<file path="config.mk">
export PLATFORM = sky130hd
export DESIGN_NAME = zoom_coord_gen
export DESIGN_NICKNAME = d
export VERILOG_FILES = /design/src/rtl/zoom_coord_gen_pkg.sv /design/src/rtl/zoom_axis_acc.sv /design/src/rtl/zoom_coord_gen.sv
export SDC_FILE = /design/constraint.sdc
export NUM_CORES = 1
export LEC_CHECK = 0
export ABC_AREA = 1
export BUFFER_PORTS_ARGS = -buffer_cell sky130_fd_sc_hd__buf_2
export CORE_MARGIN = 1.5
export CORE_UTILIZATION = 40
export CTS_CLUSTER_SIZE = 20
export DETAILED_ROUTE_END_ITERATION = 6
export PLACE_DENSITY = 0.55
export SETUP_SLACK_MARGIN = 0.1
export SLEW_MARGIN = 20
export SYNTH_ARGS = -nofsm -noshare
export SYNTH_HDL_FRONTEND = slang
export SYNTH_SLANG_ARGS = --single-unit
</file>
<file path="constraint.sdc">
create_clock -name CLK -period 5.3 [get_ports CLK]
set_input_delay 1.06 -clock CLK [delete_from_list [all_inputs] [get_ports CLK]]
set_output_delay 1.06 -clock CLK [all_outputs]
set_load 0.005 [all_outputs]
</file>
<file path="src/rtl/zoom_coord_gen_pkg.sv">
// zoom_coord_gen_pkg
//   Shared definitions for the zoom coordinate generator:
//   - FSM state type for the frame sequencer
//   - fixed-point layout of the per-axis accumulators (Q16.12 in 28 bits)
//   - bilinear weight width and the step value that encodes 1.0
package zoom_coord_gen_pkg;

  localparam int STEP_FRAC = 12;    // fraction bits of step and accumulator
  localparam int ACC_W     = 28;    // accumulator width
  localparam int WGT_W     = 6;     // weight width (0..63)
  localparam int STEP_ONE  = 4096;  // step value for exactly 1.0 source pixel

  typedef enum logic [1:0] {
    ST_IDLE = 2'd0,
    ST_RUN  = 2'd1,
    ST_DONE = 2'd2
  } zoom_state_e;

endpackage

</file>
<file path="src/rtl/zoom_axis_acc.sv">
// zoom_axis_acc
//   One axis of the zoom coordinate generator. Holds the fixed-point source
//   position, advances it by a step, and presents the registered integer
//   coordinate and bilinear weight of the position it is about to hold.
// Ports:
//   CLK, RSTN   clock, asynchronous active-low reset
//   clr         restart the position at 0.0 (has priority over adv)
//   adv         add step to the position
//   step        source pixels per output pixel, Q4.12
//   lim         source image size along this axis
//   coord       registered integer coordinate of the top-left neighbour
//   wgt         registered weight toward the +1 neighbour
module zoom_axis_acc
  import zoom_coord_gen_pkg::*;
#(
  parameter int DIM_W  = 11,
  parameter int STEP_W = 16,
  parameter int WGT_W  = 6
) (
  input  logic              CLK,
  input  logic              RSTN,
  input  logic              clr,
  input  logic              adv,
  input  logic [STEP_W-1:0] step,
  input  logic [DIM_W-1:0]  lim,
  output logic [DIM_W-1:0]  coord,
  output logic [WGT_W-1:0]  wgt
);

  localparam int INT_W = ACC_W - STEP_FRAC;

  logic [ACC_W-1:0]     acc_q, acc_d;
  logic [DIM_W-1:0]     coord_q, coord_d;
  logic [WGT_W-1:0]     wgt_q, wgt_d;
  logic [INT_W-1:0]     int_s;
  logic [STEP_FRAC-1:0] frac_s;
  logic [DIM_W-1:0]     lim_m1_s;

  // Next accumulator value: clear, advance or hold.
  always_comb begin
    acc_d = acc_q;
    if (clr) begin
      acc_d = {ACC_W{1'b0}};
    end else if (adv) begin
      acc_d = acc_q + ACC_W'(step);
    end else begin
      acc_d = acc_q;
    end
  end

  // Coordinate and weight of the next position. Once the integer part
  // reaches the last source pixel there is no +1 neighbour to blend with,
  // so the coordinate pins to the edge and the weight drops to zero.
  always_comb begin
    int_s    = acc_d[ACC_W-1:STEP_FRAC];
    frac_s   = acc_d[STEP_FRAC-1:0];
    lim_m1_s = (lim == {DIM_W{1'b0}}) ? {DIM_W{1'b0}} : (lim - DIM_W'(1));
    coord_d  = {DIM_W{1'b0}};
    wgt_d    = {WGT_W{1'b0}};
    if (32'(int_s) >= 32'(lim_m1_s)) begin
      coord_d = lim_m1_s;
      wgt_d   = {WGT_W{1'b0}};
    end else begin
      coord_d = DIM_W'(int_s);
      wgt_d   = WGT_W'(frac_s >> (STEP_FRAC - WGT_W));
    end
  end

  // Accumulator and output registers.
  always_ff @(posedge CLK or negedge RSTN) begin
    if (!RSTN) begin
      acc_q   <= {ACC_W{1'b0}};
      coord_q <= {DIM_W{1'b0}};
      wgt_q   <= {WGT_W{1'b0}};
    end else begin
      acc_q   <= acc_d;
      coord_q <= coord_d;
      wgt_q   <= wgt_d;
    end
  end

  assign coord = coord_q;
  assign wgt   = wgt_q;

endmodule

</file>
<file path="src/rtl/zoom_coord_gen.sv">
// zoom_coord_gen
//   Generates, for every output pixel of a scaled frame, the top-left source
//   coordinate and the bilinear weights toward the right/lower neighbours.
//   Tuples are streamed with a valid/ready handshake in raster order.
// Ports:
//   CLK, RSTN          clock, asynchronous active-low reset
//   start              begin a frame (honoured only when idle)
//   src_w, src_h       source image size
//   dst_w, dst_h       output image size
//   step_x, step_y     source pixels per output pixel, Q4.12
//   out_valid/ready    tuple handshake
//   src_x, src_y       top-left source neighbour
//   wx, wy             weights toward x+1 / y+1 neighbour (0..63)
//   line_last          last tuple of an output row
//   frame_last         last tuple of the frame
//   busy               frame in progress
//   done               one-cycle pulse after the last tuple
module zoom_coord_gen
  import zoom_coord_gen_pkg::*;
#(
  parameter int DIM_W  = 11,
  parameter int STEP_W = 16,
  parameter int WGT_W  = 6
) (
  input  logic              CLK,
  input  logic              RSTN,
  input  logic              start,
  input  logic [DIM_W-1:0]  src_w,
  input  logic [DIM_W-1:0]  src_h,
  input  logic [DIM_W-1:0]  dst_w,
  input  logic [DIM_W-1:0]  dst_h,
  input  logic [STEP_W-1:0] step_x,
  input  logic [STEP_W-1:0] step_y,
  output logic              out_valid,
  input  logic              out_ready,
  output logic [DIM_W-1:0]  src_x,
  output logic [DIM_W-1:0]  src_y,
  output logic [WGT_W-1:0]  wx,
  output logic [WGT_W-1:0]  wy,
  output logic              line_last,
  output logic              frame_last,
  output logic              busy,
  output logic              done
);

  zoom_state_e state_q, state_d;

  logic [DIM_W-1:0]  col_q, col_d;
  logic [DIM_W-1:0]  row_q, row_d;
  logic [DIM_W-1:0]  src_w_q, src_w_d;
  logic [DIM_W-1:0]  src_h_q, src_h_d;
  logic [DIM_W-1:0]  dst_w_q, dst_w_d;
  logic [DIM_W-1:0]  dst_h_q, dst_h_d;
  logic [STEP_W-1:0] step_x_q, step_x_d;
  logic [STEP_W-1:0] step_y_q, step_y_d;
  logic              out_valid_q, out_valid_d;
  logic              busy_q, busy_d;
  logic              done_q, done_d;
  logic              line_last_q, line_last_d;
  logic              frame_last_q, frame_last_d;

  logic latch_s;
  logic x_clr_s, x_adv_s, y_clr_s, y_adv_s;
  logic hs_s, col_last_s, row_last_s;

  assign hs_s       = out_valid_q && out_ready;
  assign col_last_s = (col_q == (dst_w_q - DIM_W'(1)));
  assign row_last_s = (row_q == (dst_h_q - DIM_W'(1)));

  // Frame sequencing: next state, raster position and accumulator controls.
  always_comb begin
    state_d = state_q;
    col_d   = col_q;
    row_d   = row_q;
    latch_s = 1'b0;
    x_clr_s = 1'b0;
    x_adv_s = 1'b0;
    y_clr_s = 1'b0;
    y_adv_s = 1'b0;
    case (state_q)
      ST_IDLE: begin
        if (start) begin
          latch_s = 1'b1;
          x_clr_s = 1'b1;
          y_clr_s = 1'b1;
          col_d   = {DIM_W{1'b0}};
          row_d   = {DIM_W{1'b0}};
          if ((dst_w == {DIM_W{1'b0}}) || (dst_h == {DIM_W{1'b0}})) begin
            state_d = ST_DONE;
          end else begin
            state_d = ST_RUN;
          end
        end else begin
          state_d = ST_IDLE;
        end
      end
      ST_RUN: begin
        if (hs_s) begin
          if (col_last_s) begin
            col_d   = {DIM_W{1'b0}};
            x_clr_s = 1'b1;
            if (row_last_s) begin
              state_d = ST_DONE;
            end else begin
              row_d   = row_q + DIM_W'(1);
              y_adv_s = 1'b1;
            end
          end else begin
            col_d   = col_q + DIM_W'(1);
            x_adv_s = 1'b1;
          end
        end else begin
          state_d = ST_RUN;
        end
      end
      ST_DONE: begin
        // A start seen here is dropped; only IDLE accepts a new frame.
        state_d = ST_IDLE;
      end
      default: begin
        state_d = ST_IDLE;
      end
    endcase
  end

  // Frame configuration is captured only when a frame is accepted.
  always_comb begin
    src_w_d  = src_w_q;
    src_h_d  = src_h_q;
    dst_w_d  = dst_w_q;
    dst_h_d  = dst_h_q;
    step_x_d = step_x_q;
    step_y_d = step_y_q;
    if (latch_s) begin
      src_w_d  = src_w;
      src_h_d  = src_h;
      dst_w_d  = dst_w;
      dst_h_d  = dst_h;
      step_x_d = step_x;
      step_y_d = step_y;
    end else begin
      src_w_d  = src_w_q;
      src_h_d  = src_h_q;
      dst_w_d  = dst_w_q;
      dst_h_d  = dst_h_q;
      step_x_d = step_x_q;
      step_y_d = step_y_q;
    end
  end

  // Status flags are computed from the upcoming state and position so the
  // registered outputs line up with the tuple the axes present next cycle.
  always_comb begin
    out_valid_d  = (state_d == ST_RUN);
    busy_d       = (state_d == ST_RUN);
    done_d       = (state_d == ST_DONE);
    line_last_d  = out_valid_d && (col_d == (dst_w_d - DIM_W'(1)));
    frame_last_d = line_last_d && (row_d == (dst_h_d - DIM_W'(1)));
  end

  // State, position, configuration and status registers.
  always_ff @(posedge CLK or negedge RSTN) begin
    if (!RSTN) begin
      state_q      <= ST_IDLE;
      col_q        <= {DIM_W{1'b0}};
      row_q        <= {DIM_W{1'b0}};
      src_w_q      <= {DIM_W{1'b0}};
      src_h_q      <= {DIM_W{1'b0}};
      dst_w_q      <= {DIM_W{1'b0}};
      dst_h_q      <= {DIM_W{1'b0}};
      step_x_q     <= {STEP_W{1'b0}};
      step_y_q     <= {STEP_W{1'b0}};
      out_valid_q  <= 1'b0;
      busy_q       <= 1'b0;
      done_q       <= 1'b0;
      line_last_q  <= 1'b0;
      frame_last_q <= 1'b0;
    end else begin
      state_q      <= state_d;
      col_q        <= col_d;
      row_q        <= row_d;
      src_w_q      <= src_w_d;
      src_h_q      <= src_h_d;
      dst_w_q      <= dst_w_d;
      dst_h_q      <= dst_h_d;
      step_x_q     <= step_x_d;
      step_y_q     <= step_y_d;
      out_valid_q  <= out_valid_d;
      busy_q       <= busy_d;
      done_q       <= done_d;
      line_last_q  <= line_last_d;
      frame_last_q <= frame_last_d;
    end
  end

  zoom_axis_acc #(
    .DIM_W  (DIM_W),
    .STEP_W (STEP_W),
    .WGT_W  (WGT_W)
  ) u_axis_x (
    .CLK   (CLK),
    .RSTN  (RSTN),
    .clr   (x_clr_s),
    .adv   (x_adv_s),
    .step  (step_x_q),
    .lim   (src_w_d),
    .coord (src_x),
    .wgt   (wx)
  );

  zoom_axis_acc #(
    .DIM_W  (DIM_W),
    .STEP_W (STEP_W),
    .WGT_W  (WGT_W)
  ) u_axis_y (
    .CLK   (CLK),
    .RSTN  (RSTN),
    .clr   (y_clr_s),
    .adv   (y_adv_s),
    .step  (step_y_q),
    .lim   (src_h_d),
    .coord (src_y),
    .wgt   (wy)
  );

  assign out_valid  = out_valid_q;
  assign busy       = busy_q;
  assign done       = done_q;
  assign line_last  = line_last_q;
  assign frame_last = frame_last_q;

endmodule
</file>
**Yosys cells after proc, flatten, opt, wreduce, memory -nomap -nowiden**

Index checks and enable logic that the tools add are counted.

- Register bits after elaboration: 194
- Latch bits: 0
- RAM bits: 0
- Memory bits (read-only): 0
- Bits of input ports: 80
- Output and inout bits: 39
- Logic and storage cells: 92
- Memories: 0

- $add $sub $neg: 10
- $mul: 0
- Divide/modulo/power cells: 0
- $lt $le $gt $ge: 2
- Equality and inequality tests: 7
- Shift operators: 0
- Multiplexer cells: 41
- Bitwise operators: 0
- Reduce and logical (&&, ||, !) cells: 11

Operators by type and width:

| kind | count |
|---|---|
| $mux 11 | 15 |
| $mux 28 | 4 |
| $sub 11x1->11 const B | 6 |
| $add 28x16->28 | 2 |
| $eq 11x11->1 | 4 |
| $logic_not 11->1 | 4 |
| $pmux 11 s2 | 2 |
| $ge 16x11->1 | 2 |
| $add 11x1->11 const B | 2 |
| $mux 6 | 2 |
| $mux 1 | 11 |
| $mux 2 | 5 |
| $eq 2x1->1 const B | 2 |
| $pmux 2 s2 | 1 |
| $reduce_bool 2->1 | 2 |
| $logic_and 1x1->1 | 3 |
| $eq 2x2->1 const B | 1 |
| $logic_not 2->1 | 1 |
| $pmux 1 s2 | 1 |
| $logic_or 1x1->1 | 1 |

**Logic depth before layout (Yosys ltp)**

Gate-level depths: netlist of the first run.

- Depth after elaboration: 10
- Depth in mapped cells: 41
- Depth with buffers taken out: 40

**Modules after synthesis**

From an unflattened synthesis of the first run, not the netlist that was laid out.

- Cell total of the unflattened synthesis: 1879
- Area, all modules: 13135.1 sq um

Modules (own cells, without submodules):

| module | times used | cells an instance | area each (sq um) |
|---|---|---|---|
| zoom_axis_acc | 2 | 475 | 3378.2 |
| zoom_coord_gen | 1 | 929 | 6378.6 |

**Worst setup path before layout of the first run**

No wires, ideal clock.

- Path kind: input -> register
- Start point: input start
- End point: register u_axis_y.coord_q[7], in the netlist u_axis_y.coord[7]
- Setup time: 117 ps
- Arrival time: 4396 ps
- Slack: 787 ps
- Stages: 35
- Buffers on the path: 2
- Cell sequence: nand2_2 -> inv_1 -> clkbuf_1 -> or2_2 -> o21ai_1 -> ha_1 -> nand2_1 -> nor2_1 -> nand3_1 -> nor2_2 -> inv_2 -> nand2_1 -> inv_1 -> ha_1 -> o21ai_0 -> a21boi_0 -> o21ai_0 -> nand2_1 -> nand2_1 -> nand2_1 -> nand2_1 -> nand2_1 -> nand2_1 -> nand2_1 -> nand2_1 -> nand2_1 -> nand2_1 -> nand2_1 -> nand2_1 -> nand2_2 -> nor2_4 -> nand2_4 -> buf_8 -> nand2_2 -> nand2_1

- Longest elaborated chain between the ends: 7
- Elaborated cells on any way between the ends: 9
- Classes of those cells: add/sub: 1; order compare: 1; mux: 6; reduce/logical: 1

Ends and longest elaborated chain:

| item | line | source |
|---|---|---|
| from (decl) | zoom_coord_gen.sv:27 | `input logic start,` |
| $mux 1 * | zoom_coord_gen.sv:82 | `if (start) begin` |
| $mux 1 * | zoom_coord_gen.sv:80 | `case (state_q)` |
| $mux 11 | zoom_coord_gen.sv:134 | `if (latch_s) begin` |
| $sub 11x1->11 or $logic_not 11->1 (tied branches) | zoom_axis_acc.sv:57 | `lim_m1_s = (lim == {DIM_W{1'b0}}) ? {DIM_W{1'b0}} : (lim - DIM_W'(1));` |
| $mux 11 | zoom_axis_acc.sv:57 |  |
| $ge 16x11->1 | zoom_axis_acc.sv:60 | `if (32'(int_s) >= 32'(lim_m1_s)) begin` |
| $mux 11 * | zoom_axis_acc.sv:60 |  |
| net u_axis_y.coord_d[7] | zoom_axis_acc.sv:33 | `logic [DIM_W-1:0] coord_q, coord_d;` |
| to (signal assigned) | zoom_axis_acc.sv:73 | `coord_q <= {DIM_W{1'b0}};` |
| to (signal assigned) | zoom_axis_acc.sv:77 | `coord_q <= coord_d;` |
| to (decl) | zoom_axis_acc.sv:33 |  |

The timed path passes the listed nets; every way through them passes the cells marked *.
A chain may end at the register's enable or synchronous reset.

**Final worst setup path of the first run**

- Start point: register dst_w_q[0]
- End point: register u_axis_x.coord_q[0], in the netlist u_axis_x.coord[0]

- Longest elaborated chain between the ends: 9
- Elaborated cells on any way between the ends: 12
- Classes of those cells: add/sub: 1; order compare: 1; eq/ne: 1; mux: 9

Ends and longest elaborated chain:

| item | line | source |
|---|---|---|
| from (decl) | zoom_coord_gen.sv:52 | `logic [DIM_W-1:0] dst_w_q, dst_w_d;` |
| from (signal assigned) | zoom_coord_gen.sv:169 | `dst_w_q <= {DIM_W{1'b0}};` |
| from (signal assigned) | zoom_coord_gen.sv:184 | `dst_w_q <= dst_w_d;` |
| $sub 11x1->11 * | zoom_coord_gen.sv:67 | `assign col_last_s = (col_q == (dst_w_q - DIM_W'(1)));` |
| $eq 11x11->1 * | zoom_coord_gen.sv:67 |  |
| $mux 1 | zoom_coord_gen.sv:99 | `if (col_last_s) begin` |
| $mux 1 | zoom_coord_gen.sv:98 | `if (hs_s) begin` |
| $mux 1 | zoom_coord_gen.sv:80 |  |
| $mux 28 | zoom_axis_acc.sv:44 | `end else if (adv) begin` |
| $mux 28 * | zoom_axis_acc.sv:42 | `if (clr) begin` |
| net u_axis_x.acc_d[12] | zoom_axis_acc.sv:32 | `logic [ACC_W-1:0] acc_q, acc_d;` |
| $ge 16x11->1 | zoom_axis_acc.sv:60 |  |
| $mux 11 * | zoom_axis_acc.sv:60 |  |
| net u_axis_x.coord_d[0] | zoom_axis_acc.sv:33 |  |
| to (signal assigned) | zoom_axis_acc.sv:73 |  |
| to (signal assigned) | zoom_axis_acc.sv:77 |  |
| to (decl) | zoom_axis_acc.sv:33 |  |

The timed path passes the listed nets; every way through them passes the cells marked *. The select of a mux whose other input is x is not followed.

==> results of run 1 <==
-- placed cells by master (no fill, tap or decap), types with 3 or more instances in the layout --
cell and count:
clkinv_2 4, nand2_4 4, nand4_1 35, nor3_1 23
xnor2_1 19, nor2_2 19, nand3_1 142, nor4_1 12
a31o_2 3, inv_2 8, nor2_1 165, or2_2 22
buf_2 117, nor2_4 11, ha_1 63, mux2i_1 5
dfrtp_1 194, buf_4 17, a21oi_1 60, a31oi_1 3
clkbuf_16 17, inv_6 4, o21bai_1 5, a21oi_2 3
a21boi_0 3, nand2_1 527, o22ai_1 6, xor2_1 49
o21ai_1 11, a21o_1 5, nand3_2 7, o21ai_0 91
nor3_2 11, inv_1 289, nand2_2 13, clkinv_4 3
-- synth_stat cells (22+ instances only) --
| cell type | instances |
|---|---|
| a21oi_1 | 61 |
| dfrtp_1 | 194 |
| ha_1 | 63 |
| inv_1 | 290 |
| nand2_1 | 527 |
| nand3_1 | 142 |
| nand4_1 | 35 |
| nor2_1 | 165 |
| nor3_1 | 24 |
| o21ai_0 | 91 |
| or2_2 | 22 |
| xor2_1 | 49 |
-- state kept, by name, indices dropped and copies added (netlist names) --
register,count
dst_w_q,11
done,1
u_axis_y.coord,11
row_q,11
u_axis_x.coord,11
frame_last,1
dst_h_q,11
u_axis_x.acc_q,28
src_w_q,11
line_last,1
col_q,11
step_x_q,16
busy,1
u_axis_y.wgt,6
u_axis_y.acc_q,28
step_y_q,16
src_h_q,11
u_axis_x.wgt,6
state_q,2
-- metal layers --
layer | up-vias | track usage | wire length, microns
met3 | 36 | 0.0348 | 1460
met5 | - | 0 | 31
met4 | 4 | 0.0587 | 598
met2 | 230 | 0.379 | 17400
met1 | 5499 | 0.288 | 16900
li1 | 6170 | - | -
-- final cells by class --
cell class | instances | area, sq um
inverters | 300 | 1130
multi-input cells | 1347 | 7220
repair buffers | 136 | 747
flip-flops and latches | 194 | 4850
fillers | 3439 | 17600
clock buffers | 19 | 443
clock inverters | 12 | 133
well taps | 442 | 553
-- logic make-up after synthesis --
logic type               after synthesis
XOR/XNOR                              69
flip-flops                           194
AND/OR/NAND/NOR                     1007
buffers and inverters                339
adder cells (fa/ha/maj)               65
AO/OA/AOI/OAI                        200
multiplexers                           5
-- worst paths after layout --
check	cells after the start	endpoint	from
worst min-delay path	2	step_y_q[7]	step_y_q[7]
worst max register to register	36	u_axis_x.coord[0]	dst_w_q[0]
worst min register to register	2	step_y_q[7]	step_y_q[7]
worst max-delay path	36	u_axis_x.coord[0]	dst_w_q[0]
min in group asynchronous	1	step_y_q[2]	RSTN
max in group asynchronous	2	row_q[9]	RSTN
-- through the flow --
step	instance area, sq um	hold WS [ns]	power [mW]	setup WS, ns	std cells
2_1_floorplan	13400	0.455	4.23	0.787	1879
3_3_place_gp	14500	0.475	5.00	0.239	2418
3_5_place_dp	14500	0.476	5.01	0.134	2418
4_1_cts	15000	0.495	6.36	0.426	2449
5_1_grt	15100	0.523	6.92	0.109	2450
6_report	15100	0.494	6.33	0.627	2450
-- power breakdown --
part | internal [mW] | switching (mW)
combinational | 1.03 | 1.83
sequential | 1.87 | 0.288
clock | 0.708 | 0.598
total | 3.61 | 2.72
-- tightest hold or removal path, cell delays in order (launching register included) --
cell and delay (ns):
dfrtp_1 0.35, nand2_1 0.06, nand2_1 0.06
==> metrics, run 1 <==
status=finished, final reports clean; arithmetic-cell share of the synthesized area counting full adders, half adders and majority gates=0.0619; final antenna-violating net count=0; number of buffers inserted for hold repair after clock tree synthesis=0; max-cap violations=0; shortest clock period the worst path allows after layout=4.67 ns; startpoint type of the worst setup path=flop; clock net sink count=194; Antenna Cells=0; class of the most critical hold timing path=reg2reg; Port Buffers=118; leakage power figure=8.12 nW; Mapped Nets=2024; wire length of the first global-routing pass=59.4 mm; number of gates resized after cts=0; number of optimization iterations in the first detailed-route pass=5; Crit path buffers/inverters=4; via count=11900; Yosys top cell area share=0.363; maximum number of pins on one net before global-route repair=100; CP top delay family=simple AND/OR/NAND/NOR gates; Required @ worst endpoint=5.63 ns; DRC violation count after routing=0; Die Width=186 microns; detailed router's first-iteration violation count=790; sum of negative setup slack=0 ns; HPWL after detailed placement=28.0 mm; weighted congestion at the end of routability-driven global placement=0.970; data arrival time at the worst-slack endpoint=5.00 ns; buffer levels on the longest clock path=2; mean area per synthesized cell=7.12 sq um; predominant post-synthesis flop cell=dfrtp_1; share of the cycle needed by the critical path after routing=0.882; final routed wirelength across all metal layers=36.4 mm; post-synthesis cell type count=58; Fin Clk Skew=0.00898 ns; die height=186 microns; total setup buffers inserted after CTS=0; global-route congestion overflow total=0; mux contribution to synthesized area=0.00374; effective utilization at floorplan=0.409; net count reported at finish=2141; unrepaired setup endpoints after global routing=no; number of warnings issued by yosys=0; clock root cell=clkbuf_16; instance count of the mapped netlist=1879; cell with the largest stage delay on the worst path=dfrtp_1; fraction of final layout cells with drive strength greater than 1=0.139; most area-consuming cells after synthesis=dfrtp_1 (36%), nand2_1 (15%), inv_1 (8.1%); count of pins over their slew limit=0; fraction of registers with async set/reset=1.00; most numerous cell on the critical path=nand2_1; Register-to-Register Setup Slack=0.63 ns; IR drop worst, VDD=0.258 mV; all-layer global routing usage=0.221; Final Hold Vio Count=0; classification of the worst setup path=reg2reg; biggest cell delay along the critical path=0.40 ns; CTS tree=done; worst skew pair latency=0.45 ns; largest fanout on the critical path=28; CP Capture Type=flop; vias per std cell=4.87; share of synthesized cell area in and, or, nand and nor gates=0.343; number of clock buffers inserted by TritonCTS=17; total I/O pin count=119; synthesized flop and latch total=194; share of the synthesized netlist area taken by xor and xnor gates=0.0457; Fmax=214 MHz; post-synthesis instance area=13400 sq um; synthesized-area fraction occupied by ao, oa, aoi and oai cells=0.0819; Util after Layout=0.461; worst relative slew slack=0.447; count of flip-flops with a built-in enable after synthesis=0; depth of the CTS H-tree=4; Worst-Margin Slew=0.829 ns; area leader, netlist=dfrtp_1; antenna violations before repair=2; floorplan die area=34600 sq um; core outline area=32700 sq um; Syn-to-layout area delta=12.7%; clock-pin transition on the worst setup and hold timing paths=0.07 ns; combinational family with the most area after synthesis=simple AND/OR/NAND/NOR gates; cell row count=66; number of global-route vias before repair=11700; post-DR wirelength/cell=14.8 microns; count of final setup violators=0; sequential cell area fraction in the yosys report=0.363; Pwr per Cell Area=420 nW/um^2
No activity file was read; power rests on OpenSTA's default activity.
==> run 2, diff against run 1 <==
--- a/config.mk
+++ b/config.mk
@@ -6,12 +6,12 @@
 export NUM_CORES = 1
 export LEC_CHECK = 0
 export ABC_AREA = 1
-export BUFFER_PORTS_ARGS = -buffer_cell sky130_fd_sc_hd__buf_2
 export CORE_MARGIN = 1.5
 export CORE_UTILIZATION = 40
 export CTS_CLUSTER_SIZE = 20
 export DETAILED_ROUTE_END_ITERATION = 6
-export PLACE_DENSITY = 0.55
+export DONT_BUFFER_PORTS = 1
+export PLACE_DENSITY = 0.52
 export SETUP_SLACK_MARGIN = 0.1
 export SLEW_MARGIN = 20
 export SYNTH_ARGS = -nofsm -noshare
==> run 2 against run 1 <==
Critical path depth fell by 2. Combinational power fell by 6%. Sequential power barely moved. Clock skew rose by 0.0067 ns.
==> metrics, run 2 (synthesis gave the netlist of run 1 again) <==
post-DR wirelength/cell=15.6 microns; Final Hold Vio Count=0; Pwr per Cell Area=435 nW/um^2; fraction of final layout cells with drive strength greater than 1=0.0828; crit path to=u_axis_y.coord[1]; sum of negative setup slack=0 ns; weighted congestion at the end of routability-driven global placement=0.914; internal portion of total power=3.63 mW; number of optimization iterations in the first detailed-route pass=5; DRC violation count after routing=0; startpoint type of the worst setup path=input pin; Required @ worst endpoint=5.64 ns; Worst-Margin Slew=0.805 ns; Syn-to-layout area delta=8.13%; IR drop worst, VDD=0.265 mV; floorplan die area=34600 sq um; effective utilization at floorplan=0.409; classification of the worst setup path=in2reg; number of global-route vias before repair=11300; shortest clock period the worst path allows after layout=4.66 ns; wire length of the first global-routing pass=58.5 mm; worst skew pair latency=0.46 ns; registers with the highest flip-flop counts=u_axis_x.acc_q (28), u_axis_y.acc_q (28); unrepaired setup endpoints after global routing=no; count of pins over their slew limit=0; biggest cell delay along the critical path=0.31 ns; count of filler cells inserted in the layout=3414; count of final setup violators=0; depth of the CTS H-tree=4; number of buffers inserted for hold repair after clock tree synthesis=0; via count=11500; status=finished, final reports clean; clock root cell=clkbuf_16; Gate power share=0.425; clock-pin transition on the worst setup and hold timing paths=0.08 ns; leakage power figure=7.60 nW; endpoint of the lowest-slack register-to-register path=u_axis_y.coord[1]; number of clock buffers inserted by TritonCTS=17; Die Width=186 microns; core outline area=32700 sq um; net count reported at finish=2017; clock net sink count=194; cell row count=66; fraction of power consumed by the clock network=0.227; class of the most critical hold timing path=in2async; all-layer global routing usage=0.217; die height=186 microns; final routed wirelength across all metal layers=36.2 mm; portion of total power attributed to sequential cells=0.348; CP Capture Type=flop; Register-to-Register Setup Slack=0.65 ns; cell with the largest stage delay on the worst path=nor2_4; maximum number of pins on one net before global-route repair=195; RR Startpoint=dst_w_q[0]; global-route congestion overflow total=0; CTS tree=done; number of cells on the worst reg-to-reg path=33; fraction of power spent switching nets=0.425; Fin Clk Skew=0.0156 ns; Pwr Total=6.30 mW; antenna violations before repair=3; launch point of the critical path=start; commonest non-fill, non-tap cell in the layout=nand2_1; total I/O pin count=119; share of the cycle needed by the critical path after routing=0.878; most numerous cell on the critical path=nand2_1; vias per std cell=4.95; Fmax=215 MHz; data arrival time at the worst-slack endpoint=5.00 ns; commonest cells after routing, fill and taps aside=nand2_1 (527), inv_1 (289), dfrtp_1 (194); Port Buffers=0; switching component of the power=2.68 mW; HPWL after detailed placement=27.3 mm; final antenna-violating net count=0; max-cap violations=0; largest fanout on the critical path=17; buffer levels on the longest clock path=2; worst relative slew slack=0.458; detailed router's first-iteration violation count=632
==> run 2: layer usage <==
metal	global-route usage	vias to the layer above	routed length (microns)
li1	-	5938	-
met1	0.283	5352	17000
met2	0.364	191	17000
met3	0.0479	37	1680
met4	0.0526	6	487
met5	0	-	41
==> run 2: metrics by stage <==
step | setup slack, ns | hold slack [ns] | cells | cell area, sq um | util
floorplan | 0.787 | 0.455 | 1879 | 13400 | -
global placement | 0.273 | 0.479 | 2294 | 13800 | 0.422
detailed placement | 0.121 | 0.482 | 2294 | 13800 | 0.422
CTS | 0.531 | 0.287 | 2326 | 14400 | 0.442
global route | 0.122 | 0.285 | 2327 | 14500 | 0.443
finish | 0.644 | 0.316 | 2328 | 14500 | 0.443
==> run 2: power groups by stage <==
stage / Sequential [mW] / Clock, mW / Combinational [mW]
3_3_place_gp: 2.22 / 0 / 2.63
2_1_floorplan: 2.09 / 0 / 2.14
6_report: 2.19 / 1.43 / 2.68
3_5_place_dp: 2.21 / 0 / 2.65
5_1_grt: 2.24 / 1.53 / 3.12
4_1_cts: 2.19 / 1.47 / 2.67
==> run 2: worst min-delay path by stage <==
| stage | to | slack, ns | depth (start not counted) |
|---|---|---|---|
| 3_5_place_dp | step_y_q[0] | 0.48 | 2 |
| 5_1_grt | step_y_q[6] | 0.28 | 0 |
| 4_1_cts | step_y_q[6] | 0.29 | 0 |
| 6_report | step_y_q[6] | 0.32 | 0 |
| 3_3_place_gp | step_y_q[0] | 0.48 | 2 |
| 2_1_floorplan | step_x_q[0] | 0.46 | 2 |
==> run 2: final cells by class <==
cell class | count | area (sq um) | area share
flip-flops and latches | 194 | 4850 | 0.335
multi-input cells | 1347 | 7220 | 0.499
well taps | 442 | 553 | 0.0382
clock buffers | 18 | 429 | 0.0296
clock inverters | 14 | 200 | 0.0138
repair buffers | 12 | 90.1 | 0.00622
diodes | 1 | 2.50 | 0.000173
inverters | 300 | 1130 | 0.0780
==> run 2: repair_timing <==
item | 4_1_cts | 5_1_grt
resized for setup | 0 | 4
setup endpoints to repair | 0 | 27
setup buffers | 0 | 0
==> run 2: worst max-delay path: cells and delay by family <==
family	cells	cell delay, ns
simple gates	25	2.65
buf+inv	4	0.40
compound gates	4	0.60
fa+ha+maj	1	0.26
==> run 3, diff against run 2 <==
--- a/config.mk
+++ b/config.mk
@@ -7,11 +7,12 @@
 export LEC_CHECK = 0
 export ABC_AREA = 1
 export CORE_MARGIN = 1.5
-export CORE_UTILIZATION = 40
+export CORE_UTILIZATION = 65
 export CTS_CLUSTER_SIZE = 20
 export DETAILED_ROUTE_END_ITERATION = 6
 export DONT_BUFFER_PORTS = 1
-export PLACE_DENSITY = 0.52
+export PLACE_DENSITY = 0.79
+export RECOVER_POWER = 100
 export SETUP_SLACK_MARGIN = 0.1
 export SLEW_MARGIN = 20
 export SYNTH_ARGS = -nofsm -noshare
==> run 3 against run 2 <==
Total power shrank 1.7%. Flip-flop and latch count is the same. Worst hold slack gained 0.0021 ns. Final area shrank 2.9%. Combinational power is essentially flat. Critical endpoint is now u_axis_y.coord[9]. Sequential share of layout area grew 1.0 points. Clock-buffer cell count is the same. Clock power shrank 6%. Register-to-register slack is essentially flat.
==> metrics, run 3 (synthesis gave the netlist of run 1 again) <==
Global Route met3 Usage=0.0534; all-layer global routing usage=0.317; maximum number of pins on one net before global-route repair=195; classification of the worst setup path=in2reg; startpoint type of the worst setup path=input pin; total I/O pin count=119; via count=11900; status=finished, final reports clean; Pwr per Cell Area=441 nW/um^2; antenna violations before repair=4; commonest cells after routing, fill and taps aside=nand2_1 (533), inv_1 (290), dfrtp_1 (194); core outline area=20200 sq um; wire length of the first global-routing pass=54.5 mm; commonest non-fill, non-tap cell in the layout=nand2_1; worst relative slew slack=0.349; number of buffers inserted for hold repair after clock tree synthesis=0; registers with the highest flip-flop counts=u_axis_x.acc_q (28), u_axis_y.acc_q (28); class of the most critical hold timing path=in2async; leakage power figure=7.51 nW; Fin Clk Skew=0.0199 ns; HPWL after detailed placement=25.0 mm; count of pins over their slew limit=0; biggest cell delay along the critical path=0.35 ns; Final Hold Vio Count=0; Die Width=147 microns; DRC violation count after routing=0; vias per std cell=5.51; met2 Use GR=0.537; least setup slack across all paths after layout=0.636 ns; cell row count=52; number of optimization iterations in the first detailed-route pass=5; Port Buffers=0; number of cells on the worst reg-to-reg path=36; CP Capture Type=flop; post-route non-filler standard cell count=2153; post-DR wirelength/cell=15.5 microns; depth of the CTS H-tree=4; IR drop worst, VDD=0.256 mV; detailed router's first-iteration violation count=741; sum of negative setup slack=0 ns; number of clock buffers inserted by TritonCTS=17; final routed wirelength across all metal layers=33.4 mm; count of final setup violators=0; net count reported at finish=2012; most numerous cell on the critical path=nand2_1; GR peak layer=met2; weighted congestion at the end of routability-driven global placement=0.929; Worst-Margin Slew=0.976 ns; worst skew pair latency=0.44 ns; largest fanout on the critical path=18; CTS tree=done; share of the cycle needed by the critical path after routing=0.880; Fmax=214 MHz; effective utilization at floorplan=0.662; Syn-to-layout area delta=4.99%; fraction of final layout cells with drive strength greater than 1=0.0649; Required @ worst endpoint=5.62 ns; shortest clock period the worst path allows after layout=4.66 ns; clock root cell=clkbuf_16; met1 capacity usage during global routing=0.412; clock net sink count=194; max-cap violations=0; minimum setup slack after placement=0.490 ns; number of global-route vias before repair=11300; data arrival time at the worst-slack endpoint=4.98 ns; floorplan die area=21500 sq um; unrepaired setup endpoints after global routing=yes; global-route congestion overflow total=0; cell with the largest stage delay on the worst path=or2_2; clock-pin transition on the worst setup and hold timing paths=0.07 ns; number of placed cells counting well taps=2118; final antenna-violating net count=0; die height=147 microns; buffer levels on the longest clock path=2
run 3: timing repair:
action	in CTS	in global routing
endpoints found under the hold margin	0	0
resized for setup	0	2
endpoints found under the setup margin	0	14
buffers inserted	0	0
run 3: final cells by class:
cell class / instances / area (sq um)
multi-input combinational: 1346 / 7080
fill: 1736 / 6180
sequential: 194 / 4850
inverter: 300 / 1130
clock buffer: 18 / 429
tap: 270 / 338
clock inverter: 13 / 163
timing repair buffer: 8 / 48.8
antenna: 4 / 10.0
run 3: final timing paths:
check | start | endpoint | slack, ns
min in group CLK | step_y_q[10] | step_y_q[10] | 0.49
max in group asynchronous | RSTN | dst_h_q[9] | 4.65
worst min-delay path | RSTN | step_x_q[1] | 0.32
worst min register to register | step_y_q[10] | step_y_q[10] | 0.49
worst max register to register | dst_h_q[0] | u_axis_y.coord[9] | 0.64
worst max-delay path | start | u_axis_y.coord[9] | 0.64
run 3: per-layer routing:
layer  routed length, microns  share of wire
met1                    14400           0.43
met2                    16200           0.49
met3                     1980          0.059
met4                      855          0.026
met5                        0              0
run 3: critical path: cells and delay by family:
kind                       cells  cell delay, ns
AOI/OAI and AO/OA              4            0.59
buffers and inverters          4            0.54
adders and majority gates      1            0.26
and+or+nand+nor               25            2.52
run 3: metrics by stage:
step	power (mW)	area (sq um)	util	hold slack, ns
4_1_cts	6.20	14200	0.700	0.300
3_5_place_dp	4.84	13600	0.671	0.473
3_3_place_gp	4.78	13600	0.671	0.472
2_1_floorplan	4.23	13400	-	0.455
5_1_grt	6.70	14000	0.694	0.292
6_report	6.20	14100	0.695	0.318
run 3: where the power goes:
group / total (mW) / switching [mW] / internal [mW]
Clock: 1.34 / 0.624 / 0.714
Combinational: 2.68 / 1.74 / 0.939
Sequential: 2.18 / 0.312 / 1.87
